`src/rtl/risc8_pkg.sv`:
```
// Shared risc8 definitions: interrupt return-stack entry layout and channel limits.
package risc8_pkg;

  localparam int INTR_NCH_MAX = 8;
  localparam int INTR_PCW_MAX = 16;
  localparam int INTR_IDW_MAX = 3;

  // One saved context: where to resume and which channel was being serviced
  typedef struct packed {
    logic [INTR_PCW_MAX-1:0] pc;
    logic [INTR_IDW_MAX-1:0] id;
  } intr_stack_entry_t;

endpackage

```
`src/rtl/risc_intr_ctrl_prio_enc.sv`:
```
// Fixed-priority encoder: lowest set index wins.
module prio_enc #(
  parameter int NCH = 4,
  localparam int IDW = (NCH > 1) ? $clog2(NCH) : 1
) (
  input  logic [NCH-1:0] req,
  output logic [IDW-1:0] idx,
  output logic           valid
);

  // Scan downward so the lowest set bit is the last one written
  always_comb begin
    idx   = '0;
    valid = 1'b0;
    for (int i = NCH - 1; i >= 0; i--) begin
      if (req[i]) begin
        idx   = IDW'(i);
        valid = 1'b1;
      end
    end
  end

endmodule

```
`src/rtl/risc_intr_ctrl.sv`:
```
// Edge-triggered interrupt controller with vector table and return stack.
// Define RISC_INTR_NEST_EN for nested service up to DEPTH levels; otherwise one level, no preemption.
module risc_intr_ctrl
  import risc8_pkg::*;
#(
  parameter int NCH   = 4,
  parameter int PCW   = 16,
  parameter int DEPTH = 4,
  localparam int IDW  = (NCH > 1) ? $clog2(NCH) : 1,
  localparam int DW   = $clog2(DEPTH + 1)
) (
  input  logic           clk,
  input  logic           rst,
  input  logic [NCH-1:0] irq,
  input  logic           en_we,
  input  logic [NCH-1:0] en_wdata,
  input  logic           vec_we,
  input  logic [IDW-1:0] vec_idx,
  input  logic [PCW-1:0] vec_wdata,
  input  logic [PCW-1:0] pc_in,
  input  logic           take,
  input  logic           reti,
  output logic           intr_req,
  output logic [PCW-1:0] intr_vec,
  output logic [IDW-1:0] intr_id,
  output logic [PCW-1:0] ret_pc,
  output logic [NCH-1:0] pending,
  output logic [DW-1:0]  depth,
  output logic           err
);

`ifdef RISC_INTR_NEST_EN
  localparam int EFF_DEPTH = DEPTH;
`else
  localparam int EFF_DEPTH = 1;
`endif
  localparam logic [DW-1:0] DEPTH_MAX = DW'(EFF_DEPTH);

  logic [NCH-1:0]    irq_q;
  logic [NCH-1:0]    enable;
  logic [NCH-1:0]    pending_q;
  logic [PCW-1:0]    vec [NCH];
  logic [DW-1:0]     depth_q;
  logic              err_q;
  logic [NCH-1:0]    cand_src;
  logic [IDW-1:0]    cand_id;
  logic              cand_valid;
  logic              take_ok;
  logic              reti_ok;
  logic [NCH-1:0]    set_mask;
  logic [NCH-1:0]    clr_mask;
  intr_stack_entry_t top_entry;
  intr_stack_entry_t push_entry;

  assign cand_src = pending_q & enable;

  prio_enc #(.NCH(NCH)) u_prio (
    .req   (cand_src),
    .idx   (cand_id),
    .valid (cand_valid)
  );

  // A request must outrank whatever is currently being serviced
  assign intr_req = cand_valid && (depth_q < DEPTH_MAX) &&
                    ((depth_q == '0) || (INTR_IDW_MAX'(cand_id) < top_entry.id));
  assign intr_id  = cand_id;
  assign intr_vec = vec[cand_id];
  assign ret_pc   = PCW'(top_entry.pc);
  assign pending  = pending_q;
  assign depth    = depth_q;
  assign err      = err_q;

  assign take_ok    = take && intr_req;
  assign reti_ok    = reti && (depth_q != '0);
  assign push_entry = '{pc: INTR_PCW_MAX'(pc_in), id: INTR_IDW_MAX'(cand_id)};
  assign set_mask   = irq & ~irq_q & enable;
  assign clr_mask   = (take_ok ? (NCH'(1) << cand_id) : '0) | (en_we ? ~en_wdata : '0);

  always_ff @(posedge clk) begin
    if (rst) begin
      irq_q     <= '0;
      enable    <= '0;
      pending_q <= '0;
      depth_q   <= '0;
      err_q     <= 1'b0;
      for (int i = 0; i < NCH; i++) vec[i] <= '0;
    end else begin
      irq_q     <= irq;
      pending_q <= (pending_q & ~clr_mask) | set_mask;
      err_q     <= err_q | (take && !intr_req) | (reti && (depth_q == '0));
      if (en_we) enable <= en_wdata;
      if (vec_we && (int'(vec_idx) < NCH)) vec[vec_idx] <= vec_wdata;
      if (take_ok && !reti_ok) depth_q <= depth_q + DW'(1);
      else if (reti_ok && !take_ok) depth_q <= depth_q - DW'(1);
    end
  end

`ifdef RISC_INTR_NEST_EN
  localparam int SW = (DEPTH > 1) ? $clog2(DEPTH) : 1;
  intr_stack_entry_t stack [DEPTH];
  logic [SW-1:0]     top_idx;

  assign top_idx   = SW'(depth_q - DW'(1));
  assign top_entry = (depth_q != '0) ? stack[top_idx] : '0;

  // Take alongside reti overwrites the popped slot, so depth stays put
  always_ff @(posedge clk) begin
    if (rst) begin
      for (int i = 0; i < DEPTH; i++) stack[i] <= '0;
    end else if (take_ok) begin
      stack[reti_ok ? top_idx : SW'(depth_q)] <= push_entry;
    end
  end
`else
  intr_stack_entry_t slot;

  assign top_entry = (depth_q != '0) ? slot : '0;

  always_ff @(posedge clk) begin
    if (rst) slot <= '0;
    else if (take_ok) slot <= push_entry;
  end
`endif

endmodule

```
`config.mk`:
```
export PLATFORM = sky130hd
export DESIGN_NAME = risc_intr_ctrl
export DESIGN_NICKNAME = d
export VERILOG_FILES = /design/src/rtl/risc8_pkg.sv /design/src/rtl/risc_intr_ctrl_prio_enc.sv /design/src/rtl/risc_intr_ctrl.sv
export SDC_FILE = /design/constraint.sdc
export NUM_CORES = 1
export LEC_CHECK = 0
export BUFFER_PORTS_ARGS = -buffer_cell sky130_fd_sc_hd__buf_2
export CAP_MARGIN = 10
export CELL_PAD_IN_SITES_DETAIL_PLACEMENT = 1
export CELL_PAD_IN_SITES_GLOBAL_PLACEMENT = 2
export CORE_MARGIN = 8
export CORE_UTILIZATION = 35
export DETAILED_ROUTE_END_ITERATION = 16
export GPL_ROUTABILITY_DRIVEN = 0
export GPL_TIMING_DRIVEN = 0
export MAX_ROUTING_LAYER = met4
export PLACE_DENSITY = 0.9
export SLEW_MARGIN = 30
export SYNTH_ARGS = -nofsm -noshare
export SYNTH_HDL_FRONTEND = slang
export SYNTH_SLANG_ARGS = --single-unit
```
`constraint.sdc`:
```
create_clock -name clk -period 3.7 [get_ports clk]
set_input_delay 0.74 -clock clk [delete_from_list [all_inputs] [get_ports clk]]
set_output_delay 0.74 -clock clk [all_outputs]
set_load 0.05 [all_outputs]
```
---- Yosys cells after proc, flatten, opt, wreduce, memory -nomap -nowiden ----
Memories as Yosys holds them, arrays and structs flattened.
Index checks and enable logic that the tools add are counted.
storage, ports and cells
  memories ................................ 1
  input bits .............................. 48
  output and inout bits ................... 43
  logic and storage cells ................. 61
  RAM bits ................................ 64
  register bits after elaboration ......... 34
memories
  memory  words  bits a word  rd ports  clocked after memory_dff  wr ports  RTL line              text
  vec     4      16           1         0                         4         risc_intr_ctrl.sv:42  logic [PCW-1:0] vec [NCH];
operators by class
  reductions and logical operators ........ 16
  add/subtract/negate cells ............... 2
  bitwise gates (word level) .............. 11
  shift-type cells ........................ 1
  muxes and demuxes ....................... 21
  order comparisons ....................... 2
operators by type and width
  kind                   number
  $mux W19               1
  $and A4 B4 Y4          4
  $mux W16               1
  $reduce_or A16 Y1      1
  $not A4 Y4             3
  $mux W1                10
  $mux W2                5
  $logic_and A1 B1 Y1    8
  $mux W4                2
  $or A4 B4 Y4           2
  $mux W3                2
  $shl A1 B2 Y4 const A  1
  $add A3 B1 Y3 const B  1
  $logic_not A1 Y1       3
  $logic_not A3 Y1       1
  $lt A2 B3 Y1           1
  $lt A3 B1 Y1 const B   1
  $reduce_bool A3 Y1     1
  $sub A3 B1 Y3 const B  1
  $or A1 B1 Y1           2
  $reduce_bool A2 Y1     1
  $logic_or A1 B1 Y1     1

---- Logic depth before layout (Yosys ltp) ----
  word-level depth ........................ 14
  depth in mapped cells ................... 16
  gate-level depth less buffers ........... 13

---- By module ----
From an unflattened synthesis, not the netlist that was laid out.
unflattened totals
  cells, all modules ...................... 348
  area, all modules ....................... 4524.3 um2
by module, submodules not included
  module          area an instance (um2)  times used  cells each  sequential area each (um2)
  risc_intr_ctrl  4489.3                  1           341         2602.5
  prio_enc        35.0                    1           7           0.0

---- Worst setup path before layout ----
Ideal clock, no wire load.
  kind .................................... register to output
  start point ............................. register depth_q[0] (netlist: depth[0])
  end point ............................... output intr_req
  setup slack ............................. -0.203 ns
  arrival ................................. 3.163 ns
  buffers on the path ..................... 2
  cell stages (with the launch flop) ...... 12
  path through ............................ dfxtp_1 > inv_1 > ha_1 > nand2_1 > clkbuf_1 > clkbuf_1 > nand2_1 > ha_1 > nand2b_1 > a311o_1 > nand3_1 > nor2b_1
on the way
  longest elaborated chain between the ends .. 5
  elaborated cells between the ends (all ways) .. 8
  those cells by class .................... order compare (2); mux (1); reduce/logical (5)
RTL lines
  item                      RTL line               text
  start: declaration        risc_intr_ctrl.sv:43   logic [DW-1:0] depth_q;
  start signal: assignment  risc_intr_ctrl.sv:93   if (take_ok && !reti_ok) depth_q <= depth_q + DW'(1);
  start signal: assignment  risc_intr_ctrl.sv:94   else if (reti_ok && !take_ok) depth_q <= depth_q - DW'(1);
  $reduce_bool A3 Y1        risc_intr_ctrl.sv:117  assign top_entry = (depth_q != '0) ? slot : '0;
  $mux W19                  risc_intr_ctrl.sv:117
  $lt A2 B3 Y1              risc_intr_ctrl.sv:65   ((depth_q == '0) || (INTR_IDW_MAX'(cand_id) < top_entry.id));
  $logic_or A1 B1 Y1        risc_intr_ctrl.sv:65
  $logic_and A1 B1 Y1 *     risc_intr_ctrl.sv:64   assign intr_req = cand_valid && (depth_q < DEPTH_MAX) &&
  end: declaration          risc_intr_ctrl.sv:23   output logic intr_req,
Mark *: on every way between the ends. The rest lies on a longest branch, timed or not.

---- Final worst setup path ----
Same ends and word-level chain as after synthesis.

==> reports/results.tsv <==
metric	value	unit
Max IR drop VDD	0.285	mV
via count of the first global-routing pass	3474	
Async SR Flop Fraction	0	%
average vias per placed instance	4.94	
Mapped Area	4350	um2
Post-DRT Antenna Nets	0	
Yosys reg bits	98	
Clock transition at path regs	60	ps
Longest Clk Path Bufs	2	
Period minus WS final	3500	ps
placed cell count	626	
drt total wl	11800	um
Initial Utilization	36.1	%
Yosys warning count	0	
cell row count	40	
cell area power density	505	nW/um2
Sink Count	98	
CP required	2960	ps
initial antenna violation count	0	
Final Hold Fails	0	
Crit Path Category	reg2out	
maximum achievable frequency	285	MHz
worst slew pin tran	729	ps
worst-path cell chain	inv_1 -> ha_1 -> nand2_1 -> clkbuf_4 -> clkbuf_4 -> nand2_1 -> ha_1 -> nand2b_1 -> a311o_1 -> nand3_1 -> nor2b_2 -> buf_6	
slowest cell delay on critical path	370	ps
Worst setup SP type	flip-flop	
Nets	526	
Post-Synth Simple-Gate Area	18.2	%
hpwl dp	8590	um
Hold Path Class	reg2reg	
Clock Tree Root	clkbuf_16	
relative slew slack	51.0	%
status	finished clean	
syn_nets	421	
clock skew	4.98	ps
WHS	484	ps
gr usage total	15.3	%
Post-Synth XOR/XNOR Area	0.403	%
path depth of the worst reg2reg path	14	
FF-to-FF End	depth[2]	
worst-path maximum fanout	10	
H-tree depth	3	
Hold Path Sink	slot[14]	
final setup violation count	0	
CORE AREA	12100	um2
n_diodes	0	
IO Count	91	
HP Start	slot[14]	
RSZ-0062 raised after global routing	no	
Die Width	127	um
LEAKAGE	2.09	nW
most frequent cells in the layout	buf_2, and2_1, edfxtp_1	
Die Span Y	127	um
Starting DRT DRC Count	184	
syn_area_per_cell	11.8	um2
TritonCTS clock tree	yes	
Compound-Gate Fraction of Synth Area	12.1	%
Vias	3189	
DR WL/cell	18.3	um
fraction of the mapped netlist area in adder cells	1.44	%
Max-Cap Viols	0	
DR DRC count	0	
crit path capture type	output pin	
Seq/Total Area, Yosys	59.8	%
Slowest-stage cell, CP	dfxtp_2	
mux contribution to synthesized area	5.29	%
Post-synth top flop	edfxtp_1	
fin crit share	94.7	%
total CTS buffers	9	
die footprint	16200	um2
drt pass-1 iters	4	
dominant combinational cell family by area after synthesis	simple AND/OR/NAND/NOR gates	
Synth Instances	368	
Worst-Skew Late Latency	340	ps
Port Buffer Count	89	
largest net degree at the start of global routing	17	
R2R Setup Slk	250	ps
layout cell share with drive strength beyond 1	26.4	%
Netlist cell types	37	
Final Worst Setup Slack	196	ps
first-pass GRT wire length	18500	um
CP arrival	2760	ps
DP Worst Slack	-265	ps
GRT Residual Overflow	0	
Hold Crit Depth	2	
commonest non-fill, non-tap cell in the layout	buf_2	
Area growth syn-to-layout	23.5	%
Finished Layout Cells	645	
Post-synth EDFFs	64	
Pins Over Slew Limit	0	
RR Startpoint	depth[0]	
cells in the mapped netlist, types with 2 or more instances:
master	number	area [um2]
a21oi_1	3	15.0
nand3_1	2	10.0
nor2b_1	8	50.1
edfxtp_1	64	1920
clkbuf_1	16	60.1
mux2i_1	23	230
ha_1	5	62.6
nand2b_1	3	18.8
xor2_1	2	17.5
o21bai_1	2	15.0
o21ai_0	21	105
nor3b_1	2	15.0
buf_6	2	22.5
nand2_1	7	26.3
nor3_1	2	10.0
a21o_1	3	22.5
dfxtp_1	34	681
or2_2	2	12.5
and2_1	81	507
inv_1	5	18.8
nand3b_1	3	22.5
a22o_1	2	17.5
nor2_1	28	105
a31oi_1	4	25.0
a22oi_1	32	240
state kept, by name, summed over array words and instances, names as in the netlist:
name     flops
vec         64
err          1
depth        3
slot        18
irq_q        4
pending      4
enable       4
cell families (layout without fill, tap and decap cells):
kind of cell / count (synthesis) / after routing
AND/OR/NAND/NOR: 140 / 140
flip-flops: 98 / 98
AO/OA/AOI/OAI: 75 / 75
buffers and inverters: 25 / 134
multiplexers: 23 / 23
adder cells (fa/ha/maj): 5 / 5
XOR/XNOR: 2 / 2
per-layer routing:
layer / track usage, % / up-vias / wire length [um]
met5: - / - / 0
met2: 25.2 / 95 / 5660
met4: 4.41 / 0 / 80
met1: 18.0 / 1559 / 5330
met3: 4.37 / 7 / 755
li1: - / 1528 / -
worst max-delay path: cells and delay by family (launching register included):
| kind | cells | cell delay (ps) |
|---|---|---|
| buf+inv | 4 | 680 |
| simple gates | 5 | 640 |
| fa+ha+maj | 2 | 400 |
| flops | 1 | 370 |
| compound gates | 1 | 340 |
where the power goes:
| group | switching (W) | total, W | internal (W) |
|---|---|---|---|
| registers | 0.0000367 | 0.00128 | 0.00125 |
| clock network | 0.000415 | 0.000943 | 0.000528 |
| logic | 0.000333 | 0.000484 | 0.000151 |
through the flow:
stage,utilization [%],instance area [um2],total power [W],TNS (ps)
floorplan,-,4360,0.00162,0
detailed placement,41.7,5030,0.00179,-450
finish,44.5,5370,0.00271,0
CTS,44.1,5330,0.00274,0
global placement,41.6,5010,0.00176,-286
global route,44.5,5370,0.00283,0
timing repair:
action | in CTS | in global routing
buffers inserted | 0 | 4
setup endpoints to repair | 4 | 12
hold buffers | 0 | 0
resized for setup | 3 | 8
pin swaps | 1 | 1
layout make-up:
type	count	area (um2)
Tap cell	168	210
Sequential cell	98	2610
Timing Repair Buffer	94	493
Multi-Input combinational cell	245	1640
Clock inverter	5	63.8
Buffer	20	110
Clock buffer	10	229
Inverter	5	18.8
Fill cell	1331	6690
how the worst max path moves through the flow:
stage / end / start / cells past startpoint
2_1_floorplan: depth[2] / depth[0] / 14
3_3_place_gp: depth[2] / depth[0] / 14
3_5_place_dp: depth[2] / depth[0] / 14
4_1_cts: intr_req / depth[0] / 12
5_1_grt: intr_req / depth[0] / 12
6_report: intr_req / depth[0] / 12
(Power assumes the default switching activity.)
